### src/rtl/vram_arbiter.sv
// vram_arbiter: shares banked VRAM between NUM_SRC VDP sources and a host port.
// The selected source drives the banks combinationally. A switch of src_sel
// blocks source writes for GUARD cycles. The host steals idle slots via
// req/ack and owns the banks for two cycles (ACCESS, then WAIT).
// Ports:
//   clk, reset (async, active-high)
//   src_sel / src_addr / src_we / src_phase / src_slot / src_do : VDP sources
//   bank_addr / bank_d / bank_we / bank_q : shared bank bus
//   vram_q : read data broadcast to every source
//   host_req / host_we / host_addr / host_d / host_ack / host_q : host port
module vram_arbiter #(
    parameter int NUM_SRC   = 2,
    parameter int NUM_BANKS = 2,
    parameter int BANK_AW   = 16,
    parameter int GUARD     = 4,
    localparam int SW = (NUM_SRC + 1 > 2) ? $clog2(NUM_SRC + 1) : 1,
    localparam int BB = $clog2(NUM_BANKS),
    localparam int AW = BANK_AW + BB
) (
    input  logic                   clk,
    input  logic                   reset,
    input  logic [SW-1:0]          src_sel,
    input  logic [NUM_SRC*AW-1:0]  src_addr,
    input  logic [NUM_SRC-1:0]     src_we,
    input  logic [NUM_SRC-1:0]     src_phase,
    input  logic [NUM_SRC-1:0]     src_slot,
    input  logic [NUM_SRC*8-1:0]   src_do,
    output logic [BANK_AW-1:0]     bank_addr,
    output logic [7:0]             bank_d,
    output logic [NUM_BANKS-1:0]   bank_we,
    input  logic [NUM_BANKS*8-1:0] bank_q,
    output logic [NUM_BANKS*8-1:0] vram_q,
    input  logic                   host_req,
    input  logic                   host_we,
    input  logic [AW-1:0]          host_addr,
    input  logic [7:0]             host_d,
    output logic                   host_ack,
    output logic [7:0]             host_q
);

    localparam int GW = $clog2(GUARD + 1);

    typedef enum logic [1:0] {
        S_IDLE,
        S_ACCESS,
        S_WAIT
    } state_t;

    state_t state, state_n;

    logic [SW-1:0]      sel_r;
    logic [GW-1:0]      gcnt;
    logic               guard;

    logic               s_valid;
    logic [AW-1:0]      s_addr;
    logic               s_we;
    logic               s_ph;
    logic               s_slot;
    logic [7:0]         s_do;
    logic               s_wr;
    logic [BB-1:0]      s_bank;
    logic               idle;

    logic [AW-1:0]      h_addr_r;
    logic [7:0]         h_d_r;
    logic               h_we_r;
    logic [7:0]         h_q_r;
    logic [BB-1:0]      h_bank;
    logic [7:0]         h_rd;
    logic               host_own;
    logic               h_start;

    // Source selection register and write-guard counter.
    always_ff @(posedge clk or posedge reset) begin
        if (reset) begin
            sel_r <= '0;
            gcnt  <= GW'(GUARD);
        end else begin
            sel_r <= src_sel;
            if (src_sel != sel_r)
                gcnt <= GW'(GUARD);
            else if (gcnt != '0)
                gcnt <= gcnt - GW'(1);
        end
    end

    assign guard = (gcnt != '0);

    // Pick the active source; an out-of-range sel_r leaves everything quiet.
    always_comb begin
        s_valid = 1'b0;
        s_addr  = '0;
        s_we    = 1'b0;
        s_ph    = 1'b0;
        s_slot  = 1'b0;
        s_do    = '0;
        for (int i = 0; i < NUM_SRC; i++) begin
            if (sel_r == SW'(i)) begin
                s_valid = 1'b1;
                s_addr  = src_addr[i*AW +: AW];
                s_we    = src_we[i];
                s_ph    = src_phase[i];
                s_slot  = src_slot[i];
                s_do    = src_do[i*8 +: 8];
            end
        end
    end

    assign s_wr   = s_valid & s_we & s_ph;
    assign s_bank = s_addr[AW-1 -: BB];
    assign idle   = ~s_valid | guard | (s_slot & ~s_wr);

    // Host FSM
    always_ff @(posedge clk or posedge reset) begin
        if (reset)
            state <= S_IDLE;
        else
            state <= state_n;
    end

    assign h_start = (state == S_IDLE) & host_req & idle;

    always_comb begin
        state_n = state;
        unique case (state)
            S_IDLE:   if (h_start) state_n = S_ACCESS;
            S_ACCESS: state_n = S_WAIT;
            S_WAIT:   state_n = S_IDLE;
            default:  state_n = S_IDLE;
        endcase
    end

    always_ff @(posedge clk or posedge reset) begin
        if (reset) begin
            h_addr_r <= '0;
            h_d_r    <= '0;
            h_we_r   <= 1'b0;
            h_q_r    <= '0;
        end else begin
            if (h_start) begin
                h_addr_r <= host_addr;
                h_d_r    <= host_d;
                h_we_r   <= host_we;
            end
            if (state == S_WAIT)
                h_q_r <= h_rd;
        end
    end

    assign h_bank   = h_addr_r[AW-1 -: BB];
    assign host_own = (state != S_IDLE);

    // Read data of the latched host bank (writes return that bank's q too).
    always_comb begin
        h_rd = '0;
        for (int b = 0; b < NUM_BANKS; b++) begin
            if (h_bank == BB'(b))
                h_rd = bank_q[b*8 +: 8];
        end
    end

    // Shared bank bus; host ownership overrides the source path.
    assign bank_addr = host_own ? h_addr_r[BANK_AW-1:0] : s_addr[BANK_AW-1:0];
    assign bank_d    = host_own ? h_d_r : s_do;

    always_comb begin
        bank_we = '0;
        for (int b = 0; b < NUM_BANKS; b++) begin
            if (host_own) begin
                if (state == S_ACCESS && h_we_r && h_bank == BB'(b))
                    bank_we[b] = 1'b1;
            end else if (s_wr && !guard && s_bank == BB'(b)) begin
                bank_we[b] = 1'b1;
            end
        end
    end

    assign vram_q   = bank_q;
    assign host_ack = (state == S_WAIT);
    // Live bank data during the ack cycle, held copy afterwards.
    assign host_q   = host_ack ? h_rd : h_q_r;

endmodule

### config.mk
export PLATFORM = sky130hd
export DESIGN_NAME = vram_arbiter
export DESIGN_NICKNAME = d
export VERILOG_FILES = /design/src/rtl/vram_arbiter.sv
export SDC_FILE = /design/constraint.sdc
export NUM_CORES = 1
export LEC_CHECK = 0
export CAP_MARGIN = 20
export CORE_MARGIN = 10
export CORE_UTILIZATION = 30
export CTS_BUF_LIST = sky130_fd_sc_hd__clkbuf_2
export DETAILED_ROUTE_END_ITERATION = 16
export GPL_ROUTABILITY_DRIVEN = 0
export SLEW_MARGIN = 20
export SYNTH_ARGS = -nofsm -noshare
export SYNTH_HDL_FRONTEND = slang
export SYNTH_SLANG_ARGS = --single-unit
### constraint.sdc
create_clock -name clk -period 2 [get_ports clk]
set_input_delay 0.3 -clock clk [delete_from_list [all_inputs] [get_ports clk]]
set_output_delay 0.3 -clock clk [all_outputs]
set_load 0.01 [all_outputs]
==> results of run 1 <==
-- area by class of cell --
class	count	area [um2]	share of cell area, %
Timing Repair Buffer	205	1857	36.62
Clock buffer	6	30.03	0.5923
Clock inverter	2	33.78	0.6663
Inverter	4	15.01	0.2962
Multi-Input combinational cell	259	1933	38.13
Antenna cell	1	2.502	0.04936
Sequential cell	41	1028	20.29
Tap cell	136	170.2	3.356
-- kinds of logic (layout without fill, tap and decap cells) --
family,Yosys count,count (layout),share of synthesized area [%]
AND/OR/NAND/NOR,130,130,25.55
other,0,1,0
multiplexers,35,35,11.03
XOR/XNOR,3,3,0.8157
buffers and inverters,59,217,10.76
AO/OA/AOI/OAI,89,89,19.18
adder cells (fa/ha/maj),2,2,0.7766
flip-flops,41,41,31.88
-- worst paths after layout --
kind	cells after the start	slack (ns)	endpoint	startpoint
max	5	-0.12	bank_we[1]	state[1]
max reg2reg	12	0.14	gcnt[2]	gcnt[1]
min in group clk	1	0.38	sel_r[1]	src_sel[1]
min reg2reg	2	0.49	h_q_r[6]	h_q_r[6]
min	2	0.21	h_d_r[2]	reset
max in group asynchronous	3	1.28	h_addr_r[16]	reset
-- worst register-to-register path: cells and delay by family, from the launching register on --
kind / cells / cell delay, ns
mux: 1 / 0.14
buf+inv: 9 / 1.02
fa+ha+maj: 1 / 0.15
flops: 1 / 0.41
simple gates: 1 / 0.09
-- layer usage --
layer	routed length [um]	global-route usage, %	vias up
met5	0	0	-
met4	119	3.930	0
met3	955	3.982	8
met2	5940	24.97	118
met1	4949	18.36	1563
li1	-	-	1654
-- power groups by stage --
stage               registers (mW)  clock network (mW)  logic (mW)
finish                        1.44               0.481        3.31
global placement              1.45                   0        3.38
floorplan                     1.34                   0        1.84
CTS                           1.44               0.499        3.18
global route                  1.50               0.531        3.68
detailed placement            1.47                   0        3.40
-- state kept, by name, indices dropped and copies added, names as in the netlist --
signal	cells
h_q_r	8
h_addr_r	17
h_d_r	8
state	2
h_we_r	1
gcnt	3
sel_r	2
-- placed cells by master, fill, tap and decap left out, drive strengths merged, types with 26 or more instances in the layout --
cell	count
o21ai	58
nand2	34
nand4	26
nand3	28
clkdlybuf4s50	118
mux2i	34
buf	84
o211ai	26
dfrtp	40
nor4bb	26
-- timing repair --
| item | 4_1_cts | 5_1_grt |
|---|---|---|
| endpoints found under the setup margin | 35 | 36 |
| resized for setup | 151 | 16 |
| setup buffers | 15 | 0 |
| gates cloned | 0 | 2 |
| pin swaps | 6 | 3 |
==> impl_metrics.yaml, run 1 <==
drt:
  wl_per_cell_um: 18.29
  vias_per_cell: 5.112
  vias: 3343
  ant_nets: 0
  dr.first_iter.drc_count: 116
  first_pass_iters: 5
  drt-total-wl_um: 11960
  drcViolationCount: 0
power_and_ir_drop:
  p_sw_mw: 2.205
  p_seq_share_pct: 27.6
  clkPwrFrac_pct: 9.2
  switching_share_pct: 42.18
  p_leak_nw: 2.193
  p_comb_share_pct: 63.2
  intPower_mw: 3.023
  power_density_nw_per_um2: 1031
  power.total_mw: 5.227
  peakVddDrop_uv: 548.6
finish:
  postLayoutCellArea_um2: 5070
  drive_above_1_share_pct: 27.47
  fin_nets: 621
  nFillCells: 1055
  area_growth_pct: 57.36
  instances_no_fill: 654
  post-route-util_pct: 48.67
sta:
  max_freq_mhz: 472.6
  rsz0062_at_grt: "yes"
  hold_viol_final: 0
  period_needed_ns: 2.116
  fin_crit_sh_pct: 105.8
  tns_ns: -2.188
  max-slew-margin-rel_pct: 67.41
  slew_viol_final: 0
  tightestPinTransition_ns: 0.4881
  holdWs_ns: 0.2063
  setup_viol: 26
  setup_slack_ns: -0.1159
  finalClockSkew_ns: 0.01421
critical_path:
  end_kind: "primary output"
  cp.arrival_ns: 1.82
  crit_fanout: 3
  cp-start-kind: "register"
  path_delay_family: "compound AO/OA/AOI/OAI gates"
  path_buf_inv: 2
  cp_cell_sequence: "buf_6, or2_1, a211o_1, o31ai_2, buf_2"
  max_stage_delay_ns: 0.44
  slowest_stage: "dfrtp_1"
  cp.required_ns: 1.70
  critPathKind: "register to primary output"
floorplanning:
  core_area_um2: 10420
  rows: 37
  die_area_um2: 15280
  dieHeight_um: 123.6
  start_util_pct: 30.93
  die_x_um: 123.6
  ioPinCount: 154
placement:
  placedCellCount: 630
  dp_hpwl_um: 8894
  dp_slack_ns: -0.3553
  placed_cell_area_um2: 4920
  portBuffers: 153
synth:
  ys_seq_elements: 41
  ys_types: 38
  ys_warn_count: 0
  ys_seq_area_share_pct: 31.88
  synth_edf_count: 0
  netlist_instances: 359
  postSynth.asyncResetShare_pct: 100.0
  ys.flop_type: "dfrtp_1"
  syn-cell-area_um2: 3222
  synthTopCellsByCount: "dfrtp_1 (40), mux2i_1 (34), nand2_1 (34)"
  synth_most_common_cell: "dfrtp_1"
  yosysTopAreaCellShare_pct: 31.07
  syn_area_per_cell_um2: 8.974
  ys_top_cells_by_area: "dfrtp_1 (31%), mux2i_1 (11%), nor4bb_1 (8.1%)"
  yosysTopAreaCell: "dfrtp_1"
  syn_nets: 464
clock_tree:
  cts.sink_count: 41
  clk-insertion-delay-late_ns: 0.39
  clockBufferDepth: 2
  cts_tree: "yes"
  root_buffer: "clkbuf_2"
  postCtsHoldBufs: 0
  cts_buffers: 5
  htree_num_levels: 2
  path_clk_slew_ns: 0.22
job:
  cap_violations: 0
global_route:
  grt_pass1_vias: 3483
  grt_start_max_net_pins: 29
  grt_overflow: 0
  grt_pass1_wl_um: 18440
  grt_use_total_pct: 14.85
  antenna_found_initial: 1
status:
  violations: "negative setup slack"
  status: "finished with violations"
hold_path:
  hp-class: "input pin to asynchronous set/reset pin"
No activity file was read; power rests on OpenSTA's default activity.
==> inputs of run 2 (changes only) <==
--- a/config.mk
+++ b/config.mk
@@ -7,7 +7,7 @@
 export LEC_CHECK = 0
 export CAP_MARGIN = 20
 export CORE_MARGIN = 10
-export CORE_UTILIZATION = 30
+export CORE_UTILIZATION = 31
 export CTS_BUF_LIST = sky130_fd_sc_hd__clkbuf_2
 export DETAILED_ROUTE_END_ITERATION = 16
 export GPL_ROUTABILITY_DRIVEN = 0
==> constraint.sdc (replaced) <==
create_clock -name clk -period 2.3 [get_ports clk]
set_input_delay 0.345 -clock clk [delete_from_list [all_inputs] [get_ports clk]]
set_output_delay 0.345 -clock clk [all_outputs]
set_load 0.01 [all_outputs]
==> impl_metrics.yaml, run 2 (same netlist as run 1, synthesis figures left out) <==
status:
  status: "completed"
job:
  cap_violations: 0
drt:
  drcViolationCount: 0
  ant_nets: 0
  dr.first_iter.drc_count: 150
  vias_per_cell: 5.123
  vias: 3248
  first_pass_iters: 4
  wl_per_cell_um: 18.71
  drt-total-wl_um: 11860
sta:
  max-slew-margin-rel_pct: 64.22
  slew_viol_final: 0
  fin_crit_sh_pct: 98.67
  holdWs_ns: 0.3357
  max_freq_mhz: 440.7
  rsz0062_at_grt: "yes"
  tightestPinTransition_ns: 0.5367
  finalClockSkew_ns: 0.03080
  hold_viol_final: 0
  period_needed_ns: 2.269
  setup_viol: 0
finish:
  instances_no_fill: 634
  post-route-util_pct: 47.57
  area_growth_pct: 51.07
  drive_above_1_share_pct: 20.32
  largest_register_ffs: 17
  final_common_cell: "clkdlybuf4s50_1"
  postLayoutCellArea_um2: 4867
  top_register: "h_addr_r"
  layout_common_cells: "clkdlybuf4s50_1 (118), dfrtp_1 (38), mux2i_1 (34), nand2_1 (34), o21ai_1 (29)"
  nFillCells: 1009
  fin_nets: 601
  reg.largest.list: "h_addr_r x17, h_d_r x8, h_q_r x8"
power_and_ir_drop:
  p_seq_share_pct: 28.6
  p_comb_share_pct: 61.0
  peakVddDrop_uv: 507.4
  power_density_nw_per_um2: 893.0
  p_sw_mw: 1.891
  switching_share_pct: 43.51
  clkPwrFrac_pct: 10.4
  intPower_mw: 2.455
  power.total_mw: 4.346
  p_leak_nw: 2.090
global_route:
  use_met1_pct: 19.18
  grt-busiest-layer: "met2"
  grt_start_max_net_pins: 42
  grtUsageMet2_pct: 25.67
  antenna_found_initial: 1
  grt_overflow: 0
  grt_pass1_wl_um: 18420
  grtUsageMet3_pct: 3.469
  grt_pass1_vias: 3356
  grt_use_total_pct: 15.21
critical_path:
  reg2reg_depth: 7
  cp.required_ns: 1.96
  end_kind: "primary output"
  cp.arrival_ns: 1.92
  reg2reg_setup_slack_ns: 0.20
  cp-start-kind: "register"
  crit_fanout: 3
  critPathKind: "register to primary output"
placement:
  placed_cell_area_um2: 4797
  placedCellCount: 617
  dp_hpwl_um: 8915
  portBuffers: 153
clock_tree:
  clk-insertion-delay-late_ns: 0.42
  clockBufferDepth: 2
  htree_num_levels: 2
  root_buffer: "clkbuf_2"
  cts_buffers: 5
  path_clk_slew_ns: 0.25
  postCtsHoldBufs: 0
  cts.sink_count: 41
  cts_tree: "yes"
floorplanning:
  rows: 37
  start_util_pct: 31.49
  die_x_um: 121.9
  dieHeight_um: 121.9
  ioPinCount: 154
  core_area_um2: 10230
  die_area_um2: 14870
hold_path:
  hp-class: "input pin to asynchronous set/reset pin"
run 2: cell types whose count changed in the layout (fill, tap and decap cells not counted), sizes merged:
cell,change
dlygate4sd2,+8
buf,-29
dlymetal6s2s,+1
clkinvlp,+1
clkbuf,-1
run 2: power groups by stage:
stage / logic, mW / clock network [mW] / registers (mW)
global route: 2.93 / 0.491 / 1.28
CTS: 2.66 / 0.463 / 1.24
floorplan: 1.60 / 0 / 1.17
detailed placement: 2.85 / 0 / 1.26
finish: 2.65 / 0.452 / 1.24
global placement: 2.82 / 0 / 1.26
run 2: final cells by class:
type	instances	area [um2]	share of cell area [%]
flip-flops and latches	41	1030	21.16
repair buffers	185	1683	34.58
diodes	1	2.502	0.05141
clock buffers	5	25.02	0.5141
well taps	136	170.2	3.496
clock inverters	3	46.29	0.9512
multi-input cells	259	1896	38.95
inverters	4	15.01	0.3085
run 2: what timing repair did:
action                                  4_1_cts  5_1_grt
resized for setup                           110       14
endpoints found under the setup margin       34       21
pin swaps                                     1        1
buffers inserted                              7        1
run 2: routing by layer:
layer | wire [um] | part of all wire (%)
met5 | 0 | 0
met4 | 109 | 0.92
met3 | 753 | 6.3
met2 | 5884 | 50
met1 | 5112 | 43
run 2: final timing paths:
kind,to,from
hold / removal,h_q_r[7],reset
hold reg to reg,h_q_r[7],h_q_r[7]
max in group asynchronous,h_addr_r[4],reset
setup reg to reg,h_addr_r[2],state[0]
setup / recovery,bank_we[1],state[1]
min in group clk,sel_r[0],src_sel[0]
run 2: metrics by stage:
step,TNS (ns),worst slack (ns)
6_report,0,0.03069
5_1_grt,-0.2199,-0.05741
4_1_cts,-0.007395,-0.007395
3_5_place_dp,-0.1454,-0.1003
3_3_place_gp,-0.1234,-0.08974
2_1_floorplan,0,0.4942
run 2: worst max-delay path: stages, from the launching register on:
cell,delay (ns)
dfrtp_1,0.45
buf_6,0.12
or2_4,0.26
a211o_1,0.30
o31ai_1,0.20
buf_2,0.17
==> inputs of run 3 (changes only) <==
--- a/config.mk
+++ b/config.mk
@@ -6,11 +6,14 @@
 export NUM_CORES = 1
 export LEC_CHECK = 0
 export CAP_MARGIN = 20
+export CELL_PAD_IN_SITES_DETAIL_PLACEMENT = 1
+export CELL_PAD_IN_SITES_GLOBAL_PLACEMENT = 2
 export CORE_MARGIN = 10
-export CORE_UTILIZATION = 31
+export CORE_UTILIZATION = 24
 export CTS_BUF_LIST = sky130_fd_sc_hd__clkbuf_2
 export DETAILED_ROUTE_END_ITERATION = 16
 export GPL_ROUTABILITY_DRIVEN = 0
+export PLACE_DENSITY_LB_ADDON = 0.1
 export SLEW_MARGIN = 20
 export SYNTH_ARGS = -nofsm -noshare
 export SYNTH_HDL_FRONTEND = slang
==> impl_metrics.yaml, run 3 (same netlist as run 1, synthesis figures left out) <==
sta:
  setup_slack_ns: 0.09966
  finalClockSkew_ns: 0.01439
  setup_viol: 0
  tightestPinTransition_ns: 0.5722
  period_needed_ns: 2.200
  fin_crit_sh_pct: 95.67
  tns_ns: 0
  max_freq_mhz: 454.5
  hold_viol_final: 0
  rsz0062_at_grt: "yes"
  slew_viol_final: 0
  holdWs_ns: 0.2673
  max-slew-margin-rel_pct: 61.80
drt:
  vias: 3377
  met1Wirelength_um: 6397
  ant_nets: 0
  routed-wl-met3_um: 845
  first_pass_iters: 4
  drt-total-wl_um: 13940
  wl_met2_um: 6645
  drcViolationCount: 0
  wl_per_cell_um: 20.72
  dr.first_iter.drc_count: 164
  top_layer: "met4"
  vias_per_cell: 5.018
critical_path:
  cp.arrival_ns: 1.86
  slowest_stage: "dfrtp_2"
  r2r-start: "sel_r[0]"
  path_delay_family: "flip-flops"
  crit_fanout: 12
  reg2reg_setup_slack_ns: 0.33
  critPathKind: "register to primary output"
  r2r-end: "h_addr_r[13]"
  critical_path_depth: 5
  end_kind: "primary output"
  cp-startpoint: "sel_r[0]"
  max_stage_delay_ns: 0.43
  path_buf_inv: 2
  cp.required_ns: 1.96
  cp_cell_sequence: "buf_4, mux2i_1, nor2_1, o22ai_1, buf_2"
  reg2reg_depth: 5
  endpoint: "bank_we[0]"
  cp-start-kind: "register"
finish:
  layout_common_cells: "clkdlybuf4s50_1 (118), dfrtp_1 (38), mux2i_1 (34), nand2_1 (34), o21ai_1 (29)"
  drive_above_1_share_pct: 21.37
  post-route-util_pct: 37.07
  postLayoutCellArea_um2: 4890
  largest_register_ffs: 17
  multi_input_area_um2: 1907
  final_common_cell: "clkdlybuf4s50_1"
  reg.largest.list: "h_addr_r x17, h_d_r x8, h_q_r x8"
  top_register: "h_addr_r"
  seqCellArea_um2: 1030
  area_growth_pct: 51.77
  fin_nets: 600
  instances_no_fill: 673
  nFillCells: 1550
power_and_ir_drop:
  p_sw_mw: 1.956
  intPower_mw: 2.353
  clkPwrFrac_pct: 8.1
  switching_share_pct: 45.39
  p_comb_share_pct: 63.2
  p_seq_share_pct: 28.8
  power.total_mw: 4.309
  p_leak_nw: 2.086
  power_density_nw_per_um2: 881.1
  peakVddDrop_uv: 358.5
floorplanning:
  dieHeight_um: 135.9
  start_util_pct: 24.43
  die_x_um: 135.9
  die_area_um2: 18460
  core_area_um2: 13190
  ioPinCount: 154
  rows: 42
placement:
  placedCellCount: 660
  dp_slack_ns: -0.1525
  portBuffers: 153
  dp_hpwl_um: 10020
  placed_cell_area_um2: 4870
clock_tree:
  cts_buffers: 5
  clockBufferDepth: 2
  htree_num_levels: 2
  clk-insertion-delay-late_ns: 0.41
  cts_tree: "yes"
  root_buffer: "clkbuf_2"
  cts.sink_count: 41
  path_clk_slew_ns: 0.24
  postCtsHoldBufs: 0
global_route:
  antenna_found_initial: 1
  grt_use_total_pct: 14.59
  grt_overflow: 0
  grt_pass1_wl_um: 21540
  grt_pass1_vias: 3693
  grt_start_max_net_pins: 28
hold_path:
  hp-class: "input pin to asynchronous set/reset pin"
job:
  cap_violations: 0
status:
  status: "completed"
==> run 3: changes by cell type in the layout (fill, tap and decap cells not counted), moves of 2 or more <==
cell	previous run	this run
buf_2	23	26
clkinv_2	0	2
inv_2	2	4
buf_4	26	24
inv_1	2	0
==> run 3: cell type report <==
class,instances,area share [%]
multi-input combinational,259,39.00
clock buffer,6,0.6141
timing repair buffer,184,34.26
tap,176,4.504
sequential,41,21.06
clock inverter,2,0.2047
antenna,1,0.05118
inverter,4,0.3071
==> run 3: worst reg2reg max path: stages, from the launching register on <==
cell      delay [ns]
dfrtp_2         0.47
buf_4           0.14
nand4b_2        0.11
buf_4           0.34
and4_4          0.62
o211ai_1        0.17
==> run 3: worst min-delay path by stage <==
stage	start	endpoint	slack [ns]	depth (start not counted)
final	reset	h_q_r[2]	0.27	2
after CTS	reset	h_q_r[2]	0.29	2
after detailed placement	h_q_r[7]	h_q_r[7]	0.49	2
after floorplan	src_sel[0]	sel_r[0]	0.38	0
after global routing	reset	h_q_r[5]	0.30	2
after global placement	h_q_r[3]	h_q_r[3]	0.48	2
==> run 3: routing by layer <==
metal | global-route usage (%) | vias to the layer above
li1 | - | 1597
met1 | 19.11 | 1671
met2 | 23.87 | 103
met3 | 3.801 | 6
met4 | 2.426 | 0
met5 | 0 | -
==> run 3: power groups by stage <==
stage                     clock [mW]  sequential [mW]  combinational, mW
final                          0.347             1.24               2.72
after global routing           0.382             1.29               3.01
after CTS                      0.358             1.24               2.82
after detailed placement           0             1.26               2.94
after global placement             0             1.26               2.91
after floorplan                    0             1.17               1.60
==> run 3: repair_timing <==
action,CTS,global route
setup buffers,3,1
gates resized for setup,101,36
pin swaps,0,1
endpoints found under the setup margin,35,31
